**src/rtl/clk_sel_ctrl_pkg.sv**
```systemverilog
// Shared definitions for the clock-source select sequencer: state encodings,
// source indices and the index-to-select mapping.
package clk_sel_ctrl_pkg;

    typedef enum logic [2:0] {
        ST_IDLE     = 3'd0,
        ST_WAIT_LOW = 3'd1,
        ST_GATE     = 3'd2,
        ST_SWITCH   = 3'd3,
        ST_SETTLE   = 3'd4
    } state_e;

    localparam logic [1:0] SRC_SLOW   = 2'd0;
    localparam logic [1:0] SRC_NORMAL = 2'd1;
    localparam logic [1:0] SRC_FAST   = 2'd2;
    localparam logic [1:0] SRC_TURBO  = 2'd3;

    // Returns {sel0, sel1}: sel0 carries index bit 1, sel1 carries index bit 0.
    function automatic logic [1:0] src_to_sel(input logic [1:0] idx);
        return {idx[1], idx[0]};
    endfunction

    function automatic int unsigned cnt_width(input int unsigned a, input int unsigned b);
        int unsigned m;
        m = (a > b) ? a : b;
        return $clog2(m + 1);
    endfunction

endpackage

```
**src/rtl/clk_sel_ctrl_sync_2ff.sv**
```systemverilog
// Two-flop synchronizer, reset to 0; output lags input by 2 clk cycles.
// No handshake; samples every cycle.
module sync_2ff (
    input  logic clk,
    input  logic rst,
    input  logic d,
    output logic q
);

    logic meta_q, meta_d;
    logic sync_q, sync_d;

    always_comb begin
        meta_d = d;
        sync_d = meta_q;
    end

    always_ff @(posedge clk or posedge rst) begin
        if (rst) begin
            meta_q <= 1'b0;
            sync_q <= 1'b0;
        end else begin
            meta_q <= meta_d;
            sync_q <= sync_d;
        end
    end

    assign q = sync_q;

endmodule

```
**src/rtl/clk_sel_ctrl.sv**
```systemverilog
// Glitch-free clock-source select sequencer: waits for the source to be low, gates, switches, settles.
// Latency 2*SETTLE_CYCLES+2 cycles plus wait time; req_ready is low (no queueing) while busy.
module clk_sel_ctrl
    import clk_sel_ctrl_pkg::*;
#(
    parameter int unsigned SETTLE_CYCLES = 4,
    parameter int unsigned TIMEOUT       = 1023,
    parameter logic [1:0]  DEFAULT_SEL   = 2'b00
) (
    input  logic       clk,
    input  logic       rst,
    input  logic       req_valid,
    input  logic [1:0] req_sel,
    output logic       req_ready,
    input  logic       mux_out,
    output logic       sel0,
    output logic       sel1,
    output logic       clk_en,
    output logic       busy,
    output logic       done,
    output logic       timeout_flag
);

    localparam int unsigned CW      = cnt_width(TIMEOUT, SETTLE_CYCLES);
    localparam logic [CW-1:0] CNT_MAX = '1;
    localparam logic [CW-1:0] TO_LAST = CW'(TIMEOUT - 1);
    localparam logic [CW-1:0] ST_LAST = CW'(SETTLE_CYCLES - 1);

    state_e        state_q, state_d;
    logic [1:0]    idx_q, idx_d;
    logic [1:0]    tgt_q, tgt_d;
    logic [CW-1:0] cnt_q, cnt_d;
    logic          tflag_q, tflag_d;
    logic          done_q, done_d;
    logic          same_q, same_d;
    logic [CW-1:0] cnt_inc;
    logic          mux_sync;

    sync_2ff u_sync (
        .clk (clk),
        .rst (rst),
        .d   (mux_out),
        .q   (mux_sync)
    );

    always_comb begin
        state_d = state_q;
        idx_d   = idx_q;
        tgt_d   = tgt_q;
        cnt_d   = cnt_q;
        tflag_d = tflag_q;
        done_d  = same_q;
        same_d  = 1'b0;
        cnt_inc = (cnt_q == CNT_MAX) ? cnt_q : cnt_q + CW'(1);

        case (state_q)
            ST_IDLE: begin
                if (req_valid) begin
                    tflag_d = 1'b0;
                    if (req_sel == idx_q) begin
                        // Same source: acknowledge one cycle later, no gating.
                        same_d = 1'b1;
                    end else begin
                        tgt_d   = req_sel;
                        cnt_d   = '0;
                        state_d = ST_WAIT_LOW;
                    end
                end
            end
            ST_WAIT_LOW: begin
                if (!mux_sync) begin
                    cnt_d   = '0;
                    state_d = ST_GATE;
                end else if (cnt_q >= TO_LAST) begin
                    cnt_d   = '0;
                    tflag_d = 1'b1;
                    state_d = ST_GATE;
                end else begin
                    cnt_d = cnt_inc;
                end
            end
            ST_GATE: begin
                if (cnt_q >= ST_LAST) begin
                    cnt_d   = '0;
                    state_d = ST_SWITCH;
                end else begin
                    cnt_d = cnt_inc;
                end
            end
            ST_SWITCH: begin
                idx_d   = tgt_q;
                cnt_d   = '0;
                state_d = ST_SETTLE;
            end
            ST_SETTLE: begin
                if (cnt_q >= ST_LAST) begin
                    cnt_d   = '0;
                    done_d  = 1'b1;
                    state_d = ST_IDLE;
                end else begin
                    cnt_d = cnt_inc;
                end
            end
            default: state_d = ST_IDLE;
        endcase
    end

    always_ff @(posedge clk or posedge rst) begin
        if (rst) begin
            state_q <= ST_IDLE;
            idx_q   <= DEFAULT_SEL;
            tgt_q   <= DEFAULT_SEL;
            cnt_q   <= '0;
            tflag_q <= 1'b0;
            done_q  <= 1'b0;
            same_q  <= 1'b0;
        end else begin
            state_q <= state_d;
            idx_q   <= idx_d;
            tgt_q   <= tgt_d;
            cnt_q   <= cnt_d;
            tflag_q <= tflag_d;
            done_q  <= done_d;
            same_q  <= same_d;
        end
    end

    assign req_ready    = (state_q == ST_IDLE);
    assign busy         = (state_q != ST_IDLE);
    assign clk_en       = (state_q == ST_IDLE) || (state_q == ST_WAIT_LOW);
    assign {sel0, sel1} = src_to_sel(idx_q);
    assign done         = done_q;
    assign timeout_flag = tflag_q;

endmodule

```
**config.mk**
```make
export PLATFORM = sky130hd
export DESIGN_NAME = clk_sel_ctrl
export DESIGN_NICKNAME = d
export VERILOG_FILES = /design/src/rtl/clk_sel_ctrl_pkg.sv /design/src/rtl/clk_sel_ctrl_sync_2ff.sv /design/src/rtl/clk_sel_ctrl.sv
export SDC_FILE = /design/constraint.sdc
export NUM_CORES = 1
export LEC_CHECK = 0
export CORE_MARGIN = 2
export CORE_UTILIZATION = 58
export DETAILED_ROUTE_END_ITERATION = 10
export PLACE_DENSITY_LB_ADDON = 0.05
export SYNTH_ARGS = -nofsm -noshare
export SYNTH_HDL_FRONTEND = slang
export SYNTH_HIERARCHICAL = 1
export SYNTH_SLANG_ARGS = --single-unit
```
**constraint.sdc**
```tcl
create_clock -name clk -period 3.6 [get_ports clk]
set_input_delay 0.72 -clock clk [delete_from_list [all_inputs] [get_ports clk]]
set_output_delay 0.72 -clock clk [all_outputs]
set_load 0.02 [all_outputs]
```
After elaboration in Yosys (flattened, before gate mapping)
Index checks and enable logic that the tools add are counted.

Input bits: 6. Register bits after elaboration: 22. Output and inout bits: 7. Logic and storage cells: 59.

$lt $le $gt $ge: 2. Equal/unequal tests: 13. Reductions and logical operators: 10. Muxes and demuxes: 23. Bitwise logic cells: 1. Add/subtract/negate cells: 1.

Operators with widths (number): $mux 10 (6); $pmux 10 s4 (1); $mux 3 (6); $pmux 3 s5 (1); $add 10x1->10 const B (1); $eq 10x10->1 const B (1); $ge 10x10->1 const B (1); $ge 10x2->1 const B (1); $ne 2x2->1 const B (5); $mux 1 (8); $eq 3x2->1 const B (2); $reduce_and 3->1 (2); $reduce_and 5->1 (1); $reduce_and 4->1 (1); $reduce_bool 4->1 (1); $eq 3x1->1 const B (1); $eq 3x3->1 const B (1); $logic_not 3->1 (1); $ne 3x3->1 const B (1); $reduce_bool 3->1 (1); $eq 2x2->1 (1); $ne 2x1->1 const B (1); $pmux 1 s2 (1); $reduce_bool 2->1 (1); 3 further kinds (3).

Depth between registers and ports, before layout
Depth in word-level cells: 5. Gate-level depth with buffers: 8. Gate-level depth less buffers: 7.

Cells and area by module
The synthesis kept the hierarchy.

Modules (own cells, without submodules): clk_sel_ctrl (cells an instance 118, instances 1, area each 1182.4 µm², seq. area each 500.5 µm²); sync_2ff (cells an instance 3, instances 1, area each 53.8 µm², seq. area each 50.0 µm²).

Worst setup path before layout
OpenSTA, ideal clock, no wires.

Path kind: input -> register. From: input req_sel[0]. To: register cnt_q[7]. Arrival time: 1.892 ns. Slack: 1.634 ns. Cell stages on the path: 5. Library setup time: 0.073 ns. Path buffers: 0. Required time: 3.527 ns. Cell sequence: xnor2_1 a21boi_4 o211ai_4 or4_4 a21oi_2.

Cells in the longest elaborated chain, start to end: 3.

RTL lines: from (decl) (line clk_sel_ctrl.sv:13) `input logic [1:0] req_sel,`; $eq 2x2->1 (line clk_sel_ctrl.sv:60) `if (req_sel == idx_q) begin`; $ne 2x2->1 (no source line); $reduce_and 3->1 (no source line); to (signal assigned) (line clk_sel_ctrl.sv:121) `cnt_q <= cnt_d;`; to (decl) (line clk_sel_ctrl.sv:32) `logic [CW-1:0] cnt_q, cnt_d;`.

Every way passes these cells. A chain may end at the register's enable or synchronous reset.

Worst setup path in the final report
From: register state_q[2]. To: output req_ready.

Cells in the longest elaborated chain, start to end: 1.

RTL lines: from (decl) (line clk_sel_ctrl.sv:29) `state_e state_q, state_d;`; from (signal assigned) (line clk_sel_ctrl.sv:118) `state_q <= state_d;`; $logic_not 3->1 (line clk_sel_ctrl.sv:128) `assign req_ready = (state_q == ST_IDLE);`; to (decl) (line clk_sel_ctrl.sv:14) `output logic req_ready,`.

Every way passes these cells.

==> key figures <==
Drt
  – Detailed-route via count: 931
  – Post-route DRC violation count: 0
  – Number of nets with antenna violations after routing: 0
  – Vias per inst: 5.89
  – Total wire length: 2340 um
  – Violation count after the first detailed-route iteration: 31
  – Initial DRT Pass Iterations: 4
  – Average detailed-routed wire length per instance: 14.8 um

Clocking
  – Hold-fix buffer count after cts: 0
  – H-tree lvl count: 1
  – CTS Buf Count: 3
  – Count of clock tree sinks: 22
  – Buffers inserted by post-CTS timing repair: 0
  – CTS tree: built
  – Maximum buffer depth of the clock tree: 2
  – Resized Gates After CTS: 0
  – Master cell of the clock root buffer: sky130_fd_sc_hd__clkbuf_4
  – Reg clk slew, reported paths: 0.11 ns
  – Clk_lat worst skew: 0.30 ns

Worst setup path
  – Crit Path Class: flip-flop to output port
  – Critical path endpoint category: output port
  – Slowest cell on the critical path: sky130_fd_sc_hd__clkdlybuf4s50_1
  – CP arrival: 2.11 ns
  – R2R Path Start: cnt_q[0]$_DFFE_PP0P_
  – Largest driver fanout on the critical path: 10
  – Cell family contributing the most delay on the critical path: buffers and inverters
  – Depth of the worst register-to-register path: 7
  – Startpoint type of the worst setup path: flip-flop
  – Maximum single-stage delay on the critical path: 0.61 ns
  – R2R Path End: cnt_q[9]$_DFFE_PP0P_
  – Number of buffer and inverter stages on the critical path: 2
  – List of cells traversed by the critical path: or3_1, inv_2, clkdlybuf4s50_1
  – R2R Setup Slk: 1.57 ns
  – Worst path required time: 2.88 ns

Synth
  – Most used flip-flop cell after synthesis: sky130_fd_sc_hd__dfrtp_1
  – Post-synth net total: 129
  – Synth Warn #: 6
  – Most common cell in the synthesized netlist: sky130_fd_sc_hd__dfrtp_1
  – Sequential fraction of the synthesis area: 0.445
  – Post-synth EDFFs: 0
  – Number of distinct library cell variants in the gate-level netlist after synthesis: 45
  – Synth top area share: 0.445
  – Number of cells produced by synthesis: 121
  – Main area contributors after synthesis: sky130_fd_sc_hd__dfrtp_1, sky130_fd_sc_hd__nor2_1, sky130_fd_sc_hd__a21oi_1
  – Netlist Area Pre-Place: 1240 um2
  – Post-synthesis cell type with the largest combined area: sky130_fd_sc_hd__dfrtp_1
  – Synthesized area per cell: 10.2 um2
  – Proportion of synthesized flip-flops having asynchronous set or reset: 1.00
  – Register bit count reported by yosys: 22
  – Ranking of synthesized cells by instance count: sky130_fd_sc_hd__dfrtp_1, sky130_fd_sc_hd__nor2_1, sky130_fd_sc_hd__a21oi_1

Timing
  – Pin slew with the least headroom to its limit: 0.738 ns
  – Setup violations, final: 0
  – Post-route setup TNS: 0 ns
  – Setup repair after global routing missed its margin: false
  – Final critical delay including setup and external delays: 2.83 ns
  – Final period util: 0.787
  – Crit path setup slack, layout: 0.768 ns
  – Hold slack: 0.362 ns
  – Number of slew-limit violations in the final report: 0
  – Final count of hold timing violations: 0
  – Max Clk Rate: 0.353 GHz
  – Headroom to the max-slew limit: 0.507
  – Final setup skew: 0.00136 ns

GRT
  – Maximum number of pins on one net before global-route repair: 21
  – Gr usage total: 0.205
  – Via count of the first global-routing pass: 891
  – Overall overflow remaining after global route: 0
  – Wire length of the first global-routing pass: 3930 um
  – Initial antenna violation count: 0

Outcome
  – Run status: finished, final reports clean

Pwr
  – Total leakage power: 0.561 nW
  – Ratio of total power to cell area: 726 nW/um2
  – Maximum ir drop on the vdd rail: 0.000430 V

Min path
  – Hold_sp: u_sync/meta_q$_DFF_PP0_
  – HP Class: flip-flop to flip-flop
  – Worst-case hold path end point: u_sync/q$_DFF_PP0_
  – Hold-critical path depth: 0

Placement
  – Routability cong.: 0.912
  – Worst slack, placed: 1.06 ns
  – Hpwl dp: 1700 um
  – Placed Instances: 155
  – IO Port Bufs: 12

Final layout
  – Number of fill cells: 138
  – Share of layout cells above drive strength 1: 0.153
  – Post-layout nets: 141
  – Layout-stage area growth over the synthesis result: 10.9%
  – Diode insertion count for antenna repair: 0
  – FF/Latch Area: 551 um2
  – Post-layout instance count excluding filler cells: 158
  – Multi-input logic area: 622 um2

Flow run
  – Number of max-cap violations: 0

Die
  – Width of the die: 50.2 um
  – Number of placement rows: 16
  – Effective utilization at floorplan: 0.624
  – Die height: 50.2 um
  – Number of placed I/O pins: 13
  – Core Area: 1980 um2
  – Area enclosed by the die boundary: 2520 um2
report_power, final:
group / switching [mW] / total (mW) / internal (mW)
Clock: 0.0712 / 0.110 / 0.0390
Combinational: 0.289 / 0.506 / 0.217
Sequential: 0.0787 / 0.379 / 0.300
worst max-delay path by stage:
stage | startpoint | endpoint | cells after the start
final | state_q[2]$_DFFE_PP0P_ | req_ready | 3
after global routing | state_q[2]$_DFFE_PP0P_ | req_ready | 3
after CTS | state_q[2]$_DFFE_PP0P_ | req_ready | 3
after detailed placement | req_sel[0] | cnt_q[7]$_DFFE_PP0P_ | 6
after global placement | req_sel[0] | cnt_q[7]$_DFFE_PP0P_ | 6
after floorplan | req_sel[0] | cnt_q[7]$_DFFE_PP0P_ | 5
logic make-up after synthesis:
kind of cell               count (synthesis)  synth area share
xor gates and xnor gates                   5            0.0354
DFF                                       22             0.445
adders and majority gates                  2            0.0202
muxes                                      4            0.0364
and+or+nand+nor                           44             0.189
buffers and inverters                     11            0.0516
AOI/OAI and AO/OA                         33             0.222
state kept, by name, summed over array words and instances (netlist names):
signal	cells
cnt_q	10
same_q	1
u_sync/q	1
tgt_q	2
idx_q	2
timeout_flag	1
u_sync/meta_q	1
state_q	3
done	1
stage by stage:
stage,power (mW),instance area (um2),utilization
final,0.995,1370,0.692
after global routing,1.06,1370,0.692
after CTS,0.997,1370,0.692
after detailed placement,0.883,1350,0.681
after global placement,0.871,1350,0.681
after floorplan,0.768,1240,-
final cells by class:
type                            count  share of cell area
Tap cell                           27              0.0246
Clock buffer                        3              0.0164
Inverter                            6              0.0164
Sequential cell                    22               0.401
Multi-Input combinational cell     88               0.453
Timing Repair Buffer               12              0.0876
layer usage:
layer | global-route usage | share of wire
met3 | 0.0357 | 0.035
met5 | 0 | 0
met1 | 0.292 | 0.50
met2 | 0.318 | 0.46
met4 | 0.0694 | 0.0064
placed cells by master, fill, tap and decap left out, drive strengths merged, types with 2 or more instances in the layout:
cell            n
o21a            2
or3             2
o31ai           3
nand2           9
dfrtp          22
and4            3
inv             6
nor3            2
nand3           5
clkbuf          3
clkdlybuf4s50  12
nor2           14
ha              2
nand4           2
mux2            4
xnor2           4
a21oi          10
o2111ai         2
o21ai           6
Note: power is estimated with default switching activity, not from simulation.
